`src/rtl/button_command_scheduler.sv`:
```
// button_command_scheduler
//   Turns debounced, mutually exclusive button levels into a queue of 2-bit command codes
//   and hands them to the command consumer over a valid/ready handshake.
//   Press-edge detection, FIFO_DEPTH-entry command FIFO, sticky overflow flag.
//   Optional hold-to-repeat, built only when BUTTON_CMD_AUTO_REPEAT_EN is defined.
//
// Ports
//   i_clk_mhz    system clock
//   i_rst_mhz    synchronous reset, active high
//   i_btns_deb   debounced button levels (one-hot or zero; anything else reads as zero)
//   i_cmd_ready  consumer takes the head command this cycle
//   o_cmd_valid  FIFO non-empty, o_cmd_code valid
//   o_cmd_code   head command: index of the pressed button
//   o_fifo_full  FIFO holds FIFO_DEPTH entries
//   o_overflow   sticky: a command was dropped since reset
module button_command_scheduler #(
  parameter int unsigned FCLK            = 20000000,
  parameter int unsigned FIFO_DEPTH      = 4,
  parameter int unsigned REPEAT_DELAY_MS = 500,
  parameter int unsigned REPEAT_RATE_MS  = 100
) (
  input  logic       i_clk_mhz,
  input  logic       i_rst_mhz,
  input  logic [3:0] i_btns_deb,
  input  logic       i_cmd_ready,
  output logic       o_cmd_valid,
  output logic [1:0] o_cmd_code,
  output logic       o_fifo_full,
  output logic       o_overflow
);

  localparam int unsigned PtrW = $clog2(FIFO_DEPTH);
  localparam int unsigned CntW = PtrW + 1;

  // Input legalisation and press-edge detection
  logic [3:0] btns_legal;
  logic [3:0] prev_q;
  logic       press_evt;
  logic [1:0] btn_code;

  assign btns_legal = $onehot0(i_btns_deb) ? i_btns_deb : 4'b0000;
  assign press_evt  = (btns_legal != 4'b0000) && (btns_legal != prev_q);

  always_comb begin
    btn_code = 2'd0;
    case (btns_legal)
      4'b0010: btn_code = 2'd1;
      4'b0100: btn_code = 2'd2;
      4'b1000: btn_code = 2'd3;
      default: btn_code = 2'd0;
    endcase
  end

  logic repeat_evt;

`ifdef BUTTON_CMD_AUTO_REPEAT_EN
  typedef enum logic [1:0] {StIdle, StHeld, StRepeat} hold_state_e;

  localparam int unsigned DelayCyc = FCLK / 1000 * REPEAT_DELAY_MS;
  localparam int unsigned RateCyc  = FCLK / 1000 * REPEAT_RATE_MS;
  localparam int unsigned MaxCyc   = (DelayCyc > RateCyc) ? DelayCyc : RateCyc;
  localparam int unsigned TimerW   = (MaxCyc > 1) ? $clog2(MaxCyc + 1) : 1;

  hold_state_e       state_q, state_d;
  logic [TimerW-1:0] timer_q, timer_d;
  logic              btn_changed;

  assign btn_changed = (btns_legal != prev_q);

  always_comb begin
    state_d    = state_q;
    timer_d    = (timer_q == {TimerW{1'b1}}) ? timer_q : timer_q + TimerW'(1);
    repeat_evt = 1'b0;
    case (state_q)
      StIdle: begin
        if (press_evt) begin
          state_d = StHeld;
          timer_d = '0;
        end
      end
      StHeld: begin
        // A switch to another button drops to idle; its press event is pushed normally.
        if (btn_changed) begin
          state_d = StIdle;
          timer_d = '0;
        end else if (timer_q == TimerW'(DelayCyc - 1)) begin
          repeat_evt = 1'b1;
          state_d    = StRepeat;
          timer_d    = '0;
        end
      end
      StRepeat: begin
        if (btn_changed) begin
          state_d = StIdle;
          timer_d = '0;
        end else if (timer_q == TimerW'(RateCyc - 1)) begin
          repeat_evt = 1'b1;
          timer_d    = '0;
        end
      end
      default: begin
        state_d = StIdle;
        timer_d = '0;
      end
    endcase
  end

  always_ff @(posedge i_clk_mhz) begin
    if (i_rst_mhz) begin
      state_q <= StIdle;
      timer_q <= '0;
    end else begin
      state_q <= state_d;
      timer_q <= timer_d;
    end
  end
`else
  assign repeat_evt = 1'b0;

  logic unused_cfg;
  assign unused_cfg = ^{FCLK, REPEAT_DELAY_MS, REPEAT_RATE_MS};
`endif

  // Command FIFO
  logic [1:0]      mem_q [FIFO_DEPTH];
  logic [PtrW-1:0] wptr_q, rptr_q;
  logic [CntW-1:0] count_q;
  logic            overflow_q;
  logic            fifo_empty, fifo_full;
  logic            push_req, push, pop, drop;

  assign fifo_empty = (count_q == '0);
  assign fifo_full  = (count_q == CntW'(FIFO_DEPTH));
  assign pop        = !fifo_empty && i_cmd_ready;
  // A repeat only fires while the held button is unchanged, so btn_code is the held code.
  assign push_req   = press_evt || repeat_evt;
  assign push       = push_req && (!fifo_full || pop);
  assign drop       = push_req && fifo_full && !pop;

  always_ff @(posedge i_clk_mhz) begin
    if (i_rst_mhz) begin
      prev_q     <= 4'b0000;
      wptr_q     <= '0;
      rptr_q     <= '0;
      count_q    <= '0;
      overflow_q <= 1'b0;
      for (int i = 0; i < int'(FIFO_DEPTH); i++) begin
        mem_q[i] <= 2'd0;
      end
    end else begin
      prev_q <= btns_legal;
      if (push) begin
        mem_q[wptr_q] <= btn_code;
        wptr_q        <= wptr_q + PtrW'(1);
      end
      if (pop) begin
        rptr_q <= rptr_q + PtrW'(1);
      end
      if (push && !pop) begin
        count_q <= count_q + CntW'(1);
      end else if (pop && !push) begin
        count_q <= count_q - CntW'(1);
      end
      if (drop) begin
        overflow_q <= 1'b1;
      end
    end
  end

  assign o_cmd_valid = !fifo_empty;
  assign o_cmd_code  = mem_q[rptr_q];
  assign o_fifo_full = fifo_full;
  assign o_overflow  = overflow_q;

endmodule

```
`config.mk`:
```
export PLATFORM = sky130hd
export DESIGN_NAME = button_command_scheduler
export DESIGN_NICKNAME = d
export VERILOG_FILES = /design/src/rtl/button_command_scheduler.sv
export SDC_FILE = /design/constraint.sdc
export NUM_CORES = 1
export LEC_CHECK = 0
export BUFFER_PORTS_ARGS = -buffer_cell sky130_fd_sc_hd__buf_2
export CORE_MARGIN = 2
export CORE_UTILIZATION = 51
export DETAILED_ROUTE_END_ITERATION = 12
export GPL_ROUTABILITY_DRIVEN = 0
export HOLD_SLACK_MARGIN = 0.03
export PLACE_DENSITY = 0.73
export SLEW_MARGIN = 10
export SYNTH_ARGS = -nofsm -noshare
export SYNTH_HDL_FRONTEND = slang
export SYNTH_SLANG_ARGS = --single-unit
```
`constraint.sdc`:
```
create_clock -name i_clk_mhz -period 3.96 [get_ports i_clk_mhz]
set_clock_uncertainty 0.1 [all_clocks]
set_input_delay 0.792 -clock i_clk_mhz [delete_from_list [all_inputs] [get_ports i_clk_mhz]]
set_output_delay 0.792 -clock i_clk_mhz [all_outputs]
set_load 0.03 [all_outputs]
```
; After elaboration in Yosys (flattened, before gate mapping)
; Memories as Yosys holds them, arrays and structs flattened. A register that Yosys moved wholly into a read port is not among the register bits.
; Cells that the tools add are included.
[op_classes]
order_cmp = 1
mux = 14
eq_ne = 5
n_addsub = 7
n_reduce_logical = 16
[ops]
columns = cell, n
row1 = 2-bit 2-to-1 mux, 4
row2 = 1-bit logical AND, 7
row3 = 1-bit 2-to-1 mux, 6
row4 = 3-bit 2-to-1 mux, 2
row5 = 2-bit one-hot mux with 3 select lines, 1
row6 = 1-bit by 1-bit adder with 2-bit output, 2
row7 = "2-bit by 1-bit adder with 2-bit output, second input constant", 2
row8 = "4-bit by 2-bit == test with 1-bit output, second input constant", 1
row9 = "4-bit by 3-bit == test with 1-bit output, second input constant", 1
row10 = "4-bit == test, second input constant", 1
row11 = 1-bit logical NOT, 4
row12 = 4-bit 2-to-1 mux, 1
row13 = 4-bit inequality test, 1
row14 = 4-bit nonzero test, 1
row15 = 2-bit by 2-bit adder with 3-bit output, 1
row16 = "3-bit by 1-bit adder with 3-bit output, second input constant", 1
row17 = "3-bit == test, second input constant", 1
row18 = "3-bit by 1-bit <= comparator with 1-bit output, second input constant", 1
row19 = 3-bit logical NOT, 1
row20 = "3-bit by 1-bit subtractor with 3-bit output, second input constant", 1
row21 = 2-bit nonzero test, 1
row22 = 2-bit OR reduction, 1
row23 = 1-bit logical OR, 1
[word_totals]
output_inout_bits = 5
ff_bits = 12
ramBits = 8
wordCells = 49
input_bits = 7
n_memories = 1
[memory_table]
columns = name, words, width, read_ports, rd_clocked_by_memory_dff, write_ports, line_no
row1 = mem_q, 4, 2, 1, 1, 4, 125  ; logic [1:0] mem_q [FIFO_DEPTH];

; Longest topological paths before layout
; Gate-level depths: netlist (run 1).
[depth]
word_depth = 12
mapped_depth = 17

; Least setup slack after synthesis (run 1)
; OpenSTA, ideal clock, no wires.
[synth_timing]
path_kind = input to register
start = input i_btns_deb[3]
end = register count_q[2]
path_stages = 17
path_buffers = 1
arrival_ps = 3682
slack_ps = 108
cell_sequence = buf_2 inv_1 fa_1 inv_1 ha_1 inv_1 ha_1 nor3b_1 or2_2 nand2_1 nor2_1 ha_1 inv_1 fa_1 xor2_1 or3_1 a21oi_1
[synth_between]
elab_chain_len = 10
[synth_lines]
columns = element, line_no
row1 = from (decl), 24  ; input logic [3:0] i_btns_deb,
row2 = 1-bit by 1-bit adder with 2-bit output (implied by the code), 41  ; assign btns_legal = $onehot0(i_btns_deb) ? i_btns_deb : 4'b0000;
row3 = 2-bit by 2-bit adder with 3-bit output (implied by the code), 41
row4 = 3-bit by 1-bit <= comparator with 1-bit output (implied by the code), 41
row5 = 4-bit 2-to-1 mux (*), 41
row6 = 4-bit inequality test or 4-bit nonzero test (tied branches), 42  ; assign press_evt = (btns_legal != 4'b0000) && (btns_legal != prev_q);
row7 = 1-bit logical AND (*), 42
row8 = 1-bit logical AND (*), 137  ; assign push = push_req && (!fifo_full || pop);
row9 = via push, 130  ; logic push_req, push, pop, drop;
row10 = 1-bit logical NOT, 161  ; end else if (pop && !push) begin
row11 = 1-bit logical AND, 161
row12 = 2-bit nonzero test (no source line), n/a
row13 = to (signal assigned), 160  ; count_q <= count_q + CntW'(1);
row14 = to (signal assigned), 162  ; count_q <= count_q - CntW'(1);
row15 = to (decl), 127  ; logic [CntW-1:0] count_q;
; The timed path passes the listed nets; every way through them passes the cells marked *.
; A chain may end at the register's enable or synchronous reset.

; Worst setup path in the final report (run 1)
[layout_timing]
start = input i_btns_deb[0]
end = register count_q[2]
; Same word-level chain as after synthesis.

==> impl_metrics.tcl, run 1 <==
set metrics [dict create \
    outcome "completed" \
    hold_buffers 0 \
    finalHoldViolCount 0 \
    synth_edf_count 8 \
    post_drt_wl_per_cell_um 12.02 \
    drc 0 \
    grt_start_max_net_pins 17 \
    power_density_nw_per_um2 569.3 \
    drv_slew 0 \
    root_buffer "clkbuf_4" \
    holdWs_ns 0.4016 \
    synth-warning-count 0 \
    core_um2 2170 \
    cap_violations 0 \
    async_flop_share_pct 0 \
    fp.dieH_um 51.38 \
    clk_pin_slew_ns 0.12 \
    syn-cell-area_um2 1145 \
    critPathLaunchType "primary input" \
    leakagePower_nw 0.5482 \
    vias_per_cell 5.224 \
    synth_cells 108 \
    grt_pass1_wl_mm 3.208 \
    dp_hpwl_mm 1.443 \
    cts_tree "done" \
    gr-total-overflow 0 \
    nets 139 \
    met2_length_um 917 \
    critPathMaxStageDelay_ns 0.54 \
    hp-class "reg2reg" \
    syn_to_final_growth_pct 13.99 \
    met3_length_um 33 \
    crit_chain "buf_2 > inv_1 > fa_1 > inv_1 > ha_1 > inv_1 > ha_1 > nor3b_1 > or2_2 > nand2_1 > nor2_1 > ha_1 > inv_1 > fa_1 > xor2_1 > or3_1 > a21oi_1" \
    period_share_pct 92.03 \
    wl_met1_um 838 \
    synth_ff_type "dfxtp_1" \
    grt_usage_pct 16.31 \
    first_pass_iters 4 \
    layout_commonest_cell "dfxtp_1" \
    fillers 196 \
    antenna_cells 0 \
    worstPathMaxFanout 2 \
    cp_slowest_cell "fa_1" \
    port_buffers 11 \
    cp_data_arrival_time_ns 3.80 \
    fmax_mhz 274.4 \
    die_x_um 51.38 \
    ys_seq_area_share_pct 45.46 \
    rsz0062_at_grt "false" \
    num_vias 794 \
    clkLatencyLatePin_ns 0.31 \
    cts_setup_buffers 0 \
    crit_top_cell "inv_1" \
    cts_buffer_depth 2 \
    cts_buffers 3 \
    synth_cell_types 37 \
    synth_seq_cells 22 \
    crit_path_end_kind "register" \
    slew_headroom_pct 70.27 \
    path_class "in2reg" \
    tightest_slew_ns 0.4450 \
    wl_mm 1.827 \
    die_area_um2 2640 \
    drive_above_1_share_pct 22.58 \
    synth.net_count 122 \
    first_global_vias 787 \
    mostFrequentLayoutCells "dfxtp_1 (14), nor2_1 (13), buf_2 (11), inv_1 (8), edfxtp_1 (8)" \
    crit_required_ns 4.12 \
    ant_nets 0 \
    highest_layer "met4" \
    cts_resized 0 \
    total_power_uw 742.9 \
    drt_iter0_drc 13 \
    min_period_ns 3.645 \
    pin_count 12 \
    numClockSinks 22 \
    antenna_found_initial 0 \
    rows 17 \
    ir_worst_vdd_uv 362.5 \
    setup_viol 0 \
    start_util_pct 52.77 \
    avgSynthCellArea_um2 10.60 \
    htree_levels 1 \
    setup_tns_ns 0 \
]
==> per-layer routing <==
metal / up-vias / GRT usage (%)
met4: 0 / 7.895
met5: - / 0
met3: 2 / 1.754
met1: 378 / 18.76
li1: 406 / -
met2: 8 / 29.70
==> path summary, 6_finish.rpt <==
| kind | from | end | slack, ns | cells after the start |
|---|---|---|---|---|
| max | i_btns_deb[0] | count_q[2] | 0.32 | 17 |
| min | o_overflow | o_overflow | 0.40 | 2 |
| max reg2reg | prev_q[0] | count_q[2] | 1.53 | 10 |
| min reg2reg | o_overflow | o_overflow | 0.40 | 2 |
==> flip-flops by register name, summed over array words and instances, names as in the netlist, named ones only <==
name,count
rptr_q,2
mem_q,8
o_overflow,1
count_q,3
prev_q,4
wptr_q,2
==> Yosys cell counts (2+ instances only) <==
master / number / area share [%]
xor2_1: 4 / 3.1
nor3b_1: 2 / 1.3
fa_1: 2 / 3.5
nor2b_1: 3 / 1.6
edfxtp_1: 8 / 21
nand2_1: 3 / 0.98
nor3_1: 5 / 2.2
xnor2_1: 6 / 4.6
or3_1: 2 / 1.1
o21bai_1: 2 / 1.3
mux4_2: 2 / 3.9
inv_1: 8 / 2.6
and2_1: 4 / 2.2
ha_1: 5 / 5.5
nand3_1: 4 / 1.7
nor4_1: 2 / 1.1
dfxtp_1: 14 / 24
nor2_1: 13 / 4.3
==> critical path: cells and delay by family <==
family | cells | cell delay (ns)
buffers and inverters | 5 | 0.32
xor gates and xnor gates | 1 | 0.16
and+or+nand+nor | 5 | 0.89
AOI/OAI and AO/OA | 1 | 0.13
adders and majority gates | 5 | 1.52
==> final cells by class <==
type / count / area (µm²) / share of cell area [%]
multi-input cells: 75 / 581.8 / 44.58
flip-flops and latches: 22 / 520.5 / 39.88
repair buffers: 15 / 85.08 / 6.520
well taps: 28 / 35.03 / 2.685
clock inverters: 1 / 30.03 / 2.301
inverters: 8 / 30.03 / 2.301
clock buffers: 3 / 22.52 / 1.726
==> cells by family after synthesis <==
logic type | Yosys count | share of synthesized area (%)
mux | 4 | 6.120
xor+xnor | 10 | 7.650
buf+inv | 11 | 3.715
flops | 22 | 45.46
fa+ha+maj | 7 | 8.962
simple gates | 42 | 19.34
compound gates | 12 | 8.744
==> metrics by stage <==
| step | utilization, % | std cells | cell area, µm² | worst slack (ns) |
|---|---|---|---|---|
| 2_1_floorplan | - | 108 | 1145 | 0.1076 |
| 3_3_place_gp | 57.73 | 148 | 1252 | 0.01431 |
| 3_5_place_dp | 57.73 | 148 | 1252 | -0.03457 |
| 4_1_cts | 60.15 | 152 | 1305 | 0.2894 |
| 5_1_grt | 60.15 | 152 | 1305 | 0.07286 |
| 6_report | 60.15 | 152 | 1305 | 0.3155 |
==> where the power goes <==
group / internal (mW) / total [mW] / switching (mW)
Combinational: 0.115 / 0.260 / 0.145
Sequential: 0.277 / 0.312 / 0.0353
Clock: 0.102 / 0.171 / 0.0683
Total: 0.495 / 0.743 / 0.248
Note: power is estimated with default switching activity, not from simulation.
==> run 2: changes to the inputs <==
clock period = 2.92 ns   (was 3.96 ns; I/O delays follow)
==> impl_metrics.tcl, run 2 (same netlist as run 1, synthesis figures left out) <==
set metrics [dict create \
    outcome "complete, but fails checks" \
    violations "setup timing" \
    post_drt_wl_per_cell_um 12.53 \
    core_um2 2170 \
    drv_slew 0 \
    clkLatencyLatePin_ns 0.30 \
    path_class "in2reg" \
    cap_violations 0 \
    start_util_pct 52.77 \
    first_pass_iters 4 \
    fmax_mhz 310.1 \
    drt_iter0_drc 17 \
    dp_hpwl_mm 1.493 \
    pin_count 12 \
    first_global_vias 833 \
    instances_no_fill 167 \
    leakagePower_nw 0.6285 \
    worstPathMaxFanout 2 \
    mostFrequentLayoutCells "buf_4 (19), dfxtp_1 (14), nor2_1 (13), buf_2 (9), edfxtp_1 (8)" \
    cts_buffers 3 \
    die_area_um2 2640 \
    antenna_found_initial 0 \
    rows 17 \
    vias_per_cell 5.144 \
    critPathLaunchType "primary input" \
    setup_slack_ns -0.3052 \
    clk_pin_slew_ns 0.12 \
    hp-class "reg2reg" \
    multi_input_area_um2 668.1 \
    seqPwrFrac_pct 38.3 \
    p_switching_uw 370.8 \
    power_frac_comb_pct 40.9 \
    wl_mm 2.092 \
    antenna_cells 0 \
    die_x_um 51.38 \
    dp.cells 157 \
    nets 154 \
    root_buffer "clkbuf_4" \
    power.share.clock_pct 20.8 \
    cp_data_arrival_time_ns 3.38 \
    grt_usage_pct 18.20 \
    numClockSinks 22 \
    r2r-start "count_q[1]" \
    drive_above_1_share_pct 43.17 \
    power_density_nw_per_um2 728.9 \
    grt_pass1_wl_mm 3.519 \
    top_register "mem_q" \
    ant_nets 0 \
    num_vias 859 \
    swShare_pct 33.35 \
    slew_headroom_pct 76.44 \
    cts_tree "done" \
    cts_buffer_depth 2 \
    tightest_slew_ns 0.3507 \
    fp.dieH_um 51.38 \
    rsz0062_at_grt "true" \
    gr-total-overflow 0 \
    top_regs "mem_q (8), prev_q (4), count_q (3)" \
    fillers 180 \
    p_int_uw 740.9 \
    min_from "o_overflow" \
    largest_reg_flops 8 \
    port_buffers 11 \
    min_period_ns 3.225 \
    crit_required_ns 3.07 \
    total_power_mw 1.112 \
    drc 0 \
    setup_viol 2 \
    layout_commonest_cell "buf_4" \
    period_share_pct 110.5 \
    ir_worst_vdd_uv 557.6 \
    finalHoldViolCount 0 \
    regArea_um2 520.5 \
    syn_to_final_growth_pct 33.22 \
    crit_path_end_kind "register" \
    htree_levels 1 \
    critPathLaunch "i_btns_deb[0]" \
    grt_start_max_net_pins 17 \
]
[run 2: cell count changes in the layout (fill, tap and decap cells not counted), sizes merged]
cell | previous run | this run
buf | 15 | 30
[run 2: layout make-up]
type	count	share of cell area, %
clock buffers	3	1.477
clock inverters	1	1.969
inverters	8	2.297
multi-input cells	75	43.81
flip-flops and latches	22	34.13
well taps	28	2.297
repair buffers	30	14.03
[run 2: what timing repair did]
item	4_1_cts	5_1_grt
buffers inserted	5	1
gates resized for setup	5	13
pin swaps	8	10
setup endpoints to repair	2	14
hold buffers	0	0
[run 2: final timing paths]
check / to / slack [ns] / cells past startpoint
hold reg to reg: o_overflow / 0.42 / 2
setup / recovery: count_q[2] / -0.31 / 17
setup reg to reg: count_q[2] / 0.65 / 8
hold / removal: o_overflow / 0.42 / 2
[run 2: power groups by stage]
stage / sequential, mW / combinational, mW / clock, mW
global route: 0.435 / 0.502 / 0.243
finish: 0.426 / 0.454 / 0.231
global placement: 0.428 / 0.394 / 0
detailed placement: 0.431 / 0.403 / 0
floorplan: 0.419 / 0.298 / 0
CTS: 0.424 / 0.428 / 0.235
[run 2: worst max-delay path: stages]
cell	delay, ns
buf_8	0.08
inv_4	0.03
fa_1	0.54
inv_2	0.05
ha_4	0.16
inv_4	0.06
ha_4	0.20
nor3b_4	0.18
or2_4	0.15
nand2_2	0.05
nor2_1	0.11
ha_2	0.19
inv_2	0.04
fa_2	0.32
xor2_1	0.15
or3_1	0.38
a21oi_2	0.11
[run 2: metal layers]
layer	vias to the layer above	GRT usage, %	part of all wire, %
met4	0	7.895	0.81
li1	435	-	-
met3	2	2.632	3.7
met1	407	22.26	44
met2	15	31.62	51
met5	-	0	0
[run 2: metrics by stage]
step                TNS [ns]  utilization [%]  worst slack (ns)  hold WS, ns  area [µm²]
floorplan            -0.7822                -           -0.5172       0.3670        1185
global placement      -1.316            62.23           -0.6186       0.3557        1350
detailed placement    -1.676            62.23           -0.6764       0.3983        1350
CTS                  -0.3300            67.13           -0.3015       0.4129        1456
global route          -1.070            70.30           -0.4292       0.4807        1525
finish               -0.3150            70.30           -0.3052       0.4215        1525
